==> src/rtl/vm_pkg.sv <==
// vm_pkg: shared states, coin values and price lookup for vending_machine_multi.
package vm_pkg;
    typedef enum logic [1:0] {IDLE, CREDIT, VEND, CHANGE} state_t;
    localparam int COIN1_VAL   = 1;
    localparam int COIN5_VAL   = 5;
    localparam int DISP_ITEM_W = 3;
    function automatic logic [31:0] price_of(input logic [63:0] list, input int idx, input int pw);
        logic [63:0] mask;
        mask = (64'd1 << pw) - 64'd1;
        return 32'((list >> (idx * pw)) & mask);
    endfunction
endpackage

==> src/rtl/vm_credit_acc.sv <==
// vm_credit_acc: credit register with coin add, ceiling check, purchase debit and change decrement.
module vm_credit_acc import vm_pkg::*; #(
    parameter int CREDIT_W   = 4,
    parameter int MAX_CREDIT = 15
) (
    input  logic                i_clk,
    input  logic                i_rst,
    input  logic                i_p1,
    input  logic                i_p5,
    input  logic                i_coin_ok,
    input  logic                i_debit,
    input  logic [CREDIT_W-1:0] i_debit_amt,
    input  logic                i_dec,
    output logic [CREDIT_W-1:0] o_credit,
    output logic [CREDIT_W-1:0] o_credit_nxt,
    output logic                o_coin_rej
);
    localparam int SUM_W = CREDIT_W + 3;
    logic [CREDIT_W-1:0] r_credit;
    logic                r_coin_rej;
    logic [SUM_W-1:0]    w_sum;
    logic                w_coin;
    logic                w_add;
    // A cycle's coins are taken or refused together, so the sum includes both pulses.
    always_comb begin
        w_coin       = i_p1 | i_p5;
        w_sum        = SUM_W'(r_credit) + (i_p1 ? SUM_W'(COIN1_VAL) : '0) + (i_p5 ? SUM_W'(COIN5_VAL) : '0);
        w_add        = i_coin_ok & w_coin & (w_sum <= SUM_W'(MAX_CREDIT));
        o_credit_nxt = i_debit ? r_credit - i_debit_amt
                     : i_dec   ? r_credit - CREDIT_W'(1)
                     : w_add   ? w_sum[CREDIT_W-1:0]
                     : r_credit;
    end
    always_ff @(posedge i_clk) begin
        if (i_rst) begin
            r_credit   <= '0;
            r_coin_rej <= 1'b0;
        end else begin
            r_credit   <= o_credit_nxt;
            r_coin_rej <= w_coin & ~w_add;
        end
    end
    assign o_credit   = r_credit;
    assign o_coin_rej = r_coin_rej;
endmodule

==> src/rtl/vending_machine_multi.sv <==
// vending_machine_multi: multi-item vending FSM with credit accumulator and unit-per-cycle change.
// Optional credit refund input enabled by defining VM_REFUND_EN.
module vending_machine_multi import vm_pkg::*; #(
    parameter int                           NUM_ITEMS  = 2,
    parameter int                           PRICE_W    = 4,
    parameter logic [NUM_ITEMS*PRICE_W-1:0] PRICE_LIST = {4'd3, 4'd2},
    parameter int                           CREDIT_W   = 4,
    parameter int                           MAX_CREDIT = 15
) (
    input  logic                   Clk,
    input  logic                   nrst,
    input  logic                   p1,
    input  logic                   p5,
    input  logic [NUM_ITEMS-1:0]   item_sel,
`ifdef VM_REFUND_EN
    input  logic                   refund,
`endif
    output logic                   disp,
    output logic [DISP_ITEM_W-1:0] disp_item,
    output logic                   change,
    output logic                   coin_rej,
    output logic                   no_funds,
    output logic [CREDIT_W-1:0]    credit,
    output logic                   busy
);
    state_t                 r_state, w_state_nxt;
    logic [DISP_ITEM_W-1:0] w_sel_idx, r_disp_item;
    logic [CREDIT_W-1:0]    w_price, w_credit, w_credit_nxt;
    logic                   w_sel_any, w_idle_cr, w_funded, w_refund;
    logic                   r_disp, r_change, r_no_funds, r_busy;
`ifdef VM_REFUND_EN
    assign w_refund = (r_state == CREDIT) & refund & ~w_sel_any;
`else
    assign w_refund = 1'b0;
`endif
    // Scan from the top down so the lowest set request bit ends up selected.
    always_comb begin
        w_sel_idx = '0;
        for (int i = NUM_ITEMS - 1; i >= 0; i--)
            if (item_sel[i]) w_sel_idx = DISP_ITEM_W'(i);
        w_sel_any   = |item_sel;
        w_idle_cr   = (r_state == IDLE) | (r_state == CREDIT);
        w_price     = CREDIT_W'(price_of(64'(PRICE_LIST), int'(w_sel_idx), PRICE_W));
        w_funded    = w_idle_cr & w_sel_any & (w_credit >= w_price);
        w_state_nxt = w_idle_cr         ? (w_funded ? VEND : w_refund ? CHANGE : (w_credit_nxt != '0) ? CREDIT : IDLE)
                    : r_state == VEND   ? ((w_credit != '0) ? CHANGE : IDLE)
                    : (w_credit > CREDIT_W'(1)) ? CHANGE : IDLE;
    end
    vm_credit_acc #(.CREDIT_W(CREDIT_W), .MAX_CREDIT(MAX_CREDIT)) u_acc (
        .i_clk        (Clk),
        .i_rst        (nrst),
        .i_p1         (p1),
        .i_p5         (p5),
        .i_coin_ok    (w_idle_cr & ~w_funded & ~w_refund),
        .i_debit      (w_funded),
        .i_debit_amt  (w_price),
        .i_dec        (r_state == CHANGE),
        .o_credit     (w_credit),
        .o_credit_nxt (w_credit_nxt),
        .o_coin_rej   (coin_rej)
    );
    always_ff @(posedge Clk) begin
        if (nrst) begin
            r_state     <= IDLE;
            r_disp      <= 1'b0;
            r_disp_item <= '0;
            r_change    <= 1'b0;
            r_no_funds  <= 1'b0;
            r_busy      <= 1'b0;
        end else begin
            r_state     <= w_state_nxt;
            r_disp      <= w_funded;
            r_disp_item <= w_funded ? w_sel_idx : '0;
            r_change    <= w_state_nxt == CHANGE;
            r_no_funds  <= w_idle_cr & w_sel_any & ~w_funded;
            r_busy      <= (w_state_nxt == VEND) | (w_state_nxt == CHANGE);
        end
    end
    assign disp      = r_disp;
    assign disp_item = r_disp_item;
    assign change    = r_change;
    assign no_funds  = r_no_funds;
    assign credit    = w_credit;
    assign busy      = r_busy;
endmodule
==> config.mk <==
export PLATFORM = sky130hd
export DESIGN_NAME = vending_machine_multi
export DESIGN_NICKNAME = d
export VERILOG_FILES = /design/src/rtl/vm_pkg.sv /design/src/rtl/vm_credit_acc.sv /design/src/rtl/vending_machine_multi.sv
export SDC_FILE = /design/constraint.sdc
export NUM_CORES = 1
export LEC_CHECK = 0
export BUFFER_PORTS_ARGS = -buffer_cell sky130_fd_sc_hd__buf_2
export CAP_MARGIN = 20
export CORE_MARGIN = 2
export CORE_UTILIZATION = 50
export CTS_CLUSTER_SIZE = 8
export DETAILED_ROUTE_END_ITERATION = 10
export GPL_ROUTABILITY_DRIVEN = 1
export GPL_TIMING_DRIVEN = 1
export PLACE_DENSITY = 0.74
export SYNTH_ARGS = -nofsm -noshare
export SYNTH_HDL_FRONTEND = slang
export SYNTH_SLANG_ARGS = --single-unit
==> constraint.sdc <==
create_clock -name Clk -period 2.6 [get_ports Clk]
set_clock_uncertainty 0.1 [all_clocks]
set_input_delay 0.26 -clock Clk [delete_from_list [all_inputs] [get_ports Clk]]
set_output_delay 0.26 -clock Clk [all_outputs]
set_load 0.005 [all_outputs]
---- After elaboration in Yosys (flattened, before gate mapping) ----
Cells that the tools add are included.
storage, ports and cells
  logic and storage cells ................. 51
  register bits ........................... 14
  bits of input ports ..................... 6
operators by class
  magnitude comparators ................... 3
  mux-type cells .......................... 13
  eq/ne operators ......................... 5
  reduce and logical (&&, ||, !) cells .... 5
  shift operators ......................... 1
  bitwise logic cells ..................... 12
  add/subtract/negate cells ............... 4
operator list
  operator                                                                           count
  4-bit two-way mux                                                                  3
  2-bit two-way mux                                                                  5
  2-bit == test (second input constant)                                              4
  4-bit nonzero test                                                                 2
  4-bit by 7-bit adder with 7-bit output                                             1
  7-bit adder                                                                        1
  1-bit AND                                                                          7
  7-bit by 4-bit less-or-equal comparator with 1-bit output (second input constant)  1
  6-bit by 5-bit right shift with 4-bit output (first input constant)                1
  4-bit >= comparator                                                                1
  4-bit by 1-bit greater-than comparator with 1-bit output (second input constant)   1
  1-bit two-way mux                                                                  4
  2-bit OR reduction                                                                 2
  4-bit by 1-bit subtractor with 4-bit output (second input constant)                1
  4-bit subtractor                                                                   1
  3-bit two-way mux                                                                  1
  1-bit OR                                                                           3
  2-bit by 1-bit == test with 1-bit output (second input constant)                   1
  2-bit zero test                                                                    1
  1-bit inverter                                                                     2

---- Logic depth before layout (Yosys ltp) ----
  word-level depth ........................ 18
  gate-level depth with buffers ........... 10
  mapped depth without buffers ............ 10

---- Hierarchy ----
From an unflattened synthesis, not the netlist that was laid out.
unflattened totals
  cell total of the unflattened synthesis .. 88
  area, all modules ....................... 805.8 um2
by module, submodules not included
  module                 seq. area each (um2)  area each (um2)  cells each  times used
  vm_credit_acc          100.1                 521.8            57          1
  vending_machine_multi  120.1                 284.0            31          1

---- Least setup slack after synthesis ----
No wires, ideal clock.
  kind .................................... flip-flop to flip-flop
  start ................................... register u_acc.r_credit[0], in the netlist u_acc.o_credit[0]
  end ..................................... register r_state[0]
  stages on the path, launching flop included .. 9
  arrival ................................. 1.890 ns
  slack ................................... 0.482 ns
  path buffers ............................ 0
  cells stage by stage .................... dfxtp_1 > fa_1 > ha_1 > nand3_2 > nand3_4 > mux2_4 > a221oi_2 > and2_1 > a31oi_1
between the ends
  longest elaborated chain between the ends .. 13
  elaborated cells between the ends (all ways) .. 23
ends and longest elaborated chain
  what                                                                             RTL line                     text
  start: declaration                                                               vm_credit_acc.sv:19          logic [CREDIT_W-1:0] r_credit;
  start signal: assignment                                                         vm_credit_acc.sv:39          r_credit <= o_credit_nxt;
  branches (longest 12 deep; another with 4-bit by 7-bit adder with 7-bit output)  --
  2-bit two-way mux *                                                              vending_machine_multi.sv:45  w_state_nxt = w_idle_cr ? (w_funded ? VEND : w_refund ? CHANGE : (w_credit_nxt != '0) ? CREDIT : IDLE)
  end signal: assignment                                                           vending_machine_multi.sv:71  r_state <= w_state_nxt;
  end: declaration                                                                 vending_machine_multi.sv:26  state_t r_state, w_state_nxt;
Mark *: on every way between the ends.
A chain may end at the register's enable or synchronous reset.

---- Worst setup path after layout ----
Same ends and word-level chain as after synthesis.

==> out/qor.csv <==
metric,value,unit
synth-to-layout area growth,12.9,%
Post-synth EDFFs,0,
Critical Path RT,2.64,ns
detailed placer's ending HPWL,1.27,mm
top_reg_cell synth,dfxtp_1,
Synth top cells by count,"nor2_1, dfxtp_1, ha_1",
delay of the slowest critical-path stage,0.46,ns
pins over their slew limit,0,
Yosys cell types,33,
"Slowest-stage cell, CP",dfxtp_1,
combinational family with the most area after synthesis,simple AND/OR/NAND/NOR gates,
port buffer count,15,
Synth Instances,85,
post-route cell area,896,um^2
mux cell area share after synthesis,0.0189,
Final Setup Violations,0,
# rows,14,
area share of the largest cell type after synthesis,0.278,
IO Count,18,
Syn Area/Cell,9.33,um^2
dominant cell type by area after synthesis,dfxtp_1,
Max Fanout on Critical Path,9,
max-capacitance violation count,0,
XOR/XNOR share of the synthesized area,0.0442,
fmax,0.427,GHz
"count leader, synth",nor2_1,
initial antenna violation count,0,
total track usage,0.190,
RSZ-0062 raised after global routing,false,
Core Region,0.00149,mm^2
final hold violations,0,
clk sink count,11,
drt total wl,1.56,mm
CTS tree,yes,
worst hold path class,input pin to register,
CTS Buf Count,3,
first drt pass iteration count,4,
Final Wtd Congestion,0.902,
share of synthesized registers carrying an async set or reset,0,
Peak VDD IR,0.000748,V
DR WL/cell,13.2,um
grt ovf,0,
post-route ant nets,0,
Cells after DPL,114,
H-tree level count,1,
Setup Crit Path Kind,register to register,
Tmin final,2.34,ns
"worst slack, placed",0.299,ns
die width,43.8,um
total power,1.16,mW
vias in the first global route,614,
CP startpoint kind,register,
Setup TNS,0,ns
proportion of layout cells with a drive suffix above 1,0.304,
CTS hold repair buffers,0,
nets,118,
"Clk pin slew, worst setup/hold paths",0.07,ns
Post-CTS Resized,0,
final worst-path cycle share,0.900,
Post-DP Area,870,um^2
simple-gate portion of the synthesized area,0.257,
CTS root buf,clkbuf_4,
ranking of synthesized cells by area,"dfxtp_1, ha_1, nor2_1",
Lkg Pwr,0.413,nW
worst setup slack after layout,0.260,ns
Crit. End Element,register,
# diodes,0,
Chip Height,43.8,um
Hold WS,0.181,ns
PwrDens,1300,mW/mm^2
overall die area,0.00192,mm^2
status,"finished, final reports clean",
Adder-Cell Fraction of Synth Area,0.151,
largest net degree at the start of global routing,11,
"Clk Latency, worst-skew pair",0.26,ns
initial core utilization,0.533,
vias,656,
post-synthesis register bit count,11,
Synth Area in Compound Gates,0.185,
cells along the critical path,inv_1 -> ha_1 -> inv_1 -> ha_1 -> nor3_4 -> a21oi_4 -> nor2_1 -> a221oi_2 -> and2_1 -> a31oi_1,
mapped cell area,793,um^2
Vias/cell,5.56,
residual DRC count,0,
"non-filler cells, final",118,
post-CTS setup buffer count,0,
fin util,0.602,
"Seq/Total Area, Yosys",0.278,
maximum buffer depth of the clock tree,2,
first-pass GRT wire length,2.67,mm
warnings from Yosys,0,
Crit path arrival time,2.38,ns
initial DRC count,16,
layout by cell type, fill, tap and decap left out, drive strengths merged:
| master | instances |
|---|---|
| nor2b | 3 |
| and2 | 2 |
| dfxtp | 11 |
| a31o | 1 |
| a31oi | 2 |
| a221oi | 2 |
| fa | 1 |
| or2 | 1 |
| mux2 | 1 |
| a2111oi | 1 |
| nor3 | 6 |
| nor3b | 1 |
| inv | 5 |
| o21ai | 1 |
| a21oi | 6 |
| nand3 | 4 |
| conb | 2 |
| xnor2 | 2 |
| o31ai | 1 |
| nand2 | 4 |
| nor2 | 13 |
| o21bai | 1 |
| buf | 16 |
| clkbuf | 4 |
| ha | 8 |
| a311oi | 1 |
| xor2 | 2 |
power breakdown:
group	total, mW	switching, mW	internal, mW
logic	0.723	0.371	0.352
clock network	0.112	0.0525	0.0593
registers	0.325	0.0944	0.231
layout make-up:
class | count | area [um^2]
inverter | 5 | 18.8
clock buffer | 4 | 26.3
fill | 132 | 593
tap | 16 | 20.0
sequential | 11 | 220
multi-input combinational | 66 | 528
timing repair buffer | 16 | 82.6
flip-flops by register name, summed over array words and instances (netlist names):
name              cells
change                1
disp                  1
disp_item             1
no_funds              1
r_state               2
u_acc.o_coin_rej      1
u_acc.o_credit        4
logic make-up after synthesis:
kind of cell | count (synthesis)
other | 1
adders and majority gates | 9
buffers and inverters | 9
and+or+nand+nor | 34
xor gates and xnor gates | 4
DFF | 11
AOI/OAI and AO/OA | 16
muxes | 1
routing by layer:
metal / GRT usage / up-vias / wire length, um
li1: - / 328 / -
met1: 0.236 / 300 / 651
met2: 0.312 / 24 / 771
met3: 0.0500 / 4 / 113
met4: 0.0727 / 0 / 27
met5: 0 / - / 0
worst paths after layout:
check / start / end / slack [ns] / depth (start not counted)
worst min register to register: u_acc.o_credit[3] / u_acc.o_credit[3] / 0.62 / 2
worst min-delay path: nrst / u_acc.o_credit[2] / 0.18 / 2
worst max register to register: u_acc.o_credit[0] / r_state[0] / 0.26 / 10
worst max-delay path: u_acc.o_credit[0] / r_state[0] / 0.26 / 10
worst max-delay path, delay by kind of cell (launching register included):
kind	cells	cell delay, ns
flip-flops	1	0.46
buffers and inverters	2	0.22
adder cells (fa/ha/maj)	2	0.44
AO/OA/AOI/OAI	3	0.67
AND/OR/NAND/NOR	3	0.33
Note: power is estimated with default switching activity, not from simulation.
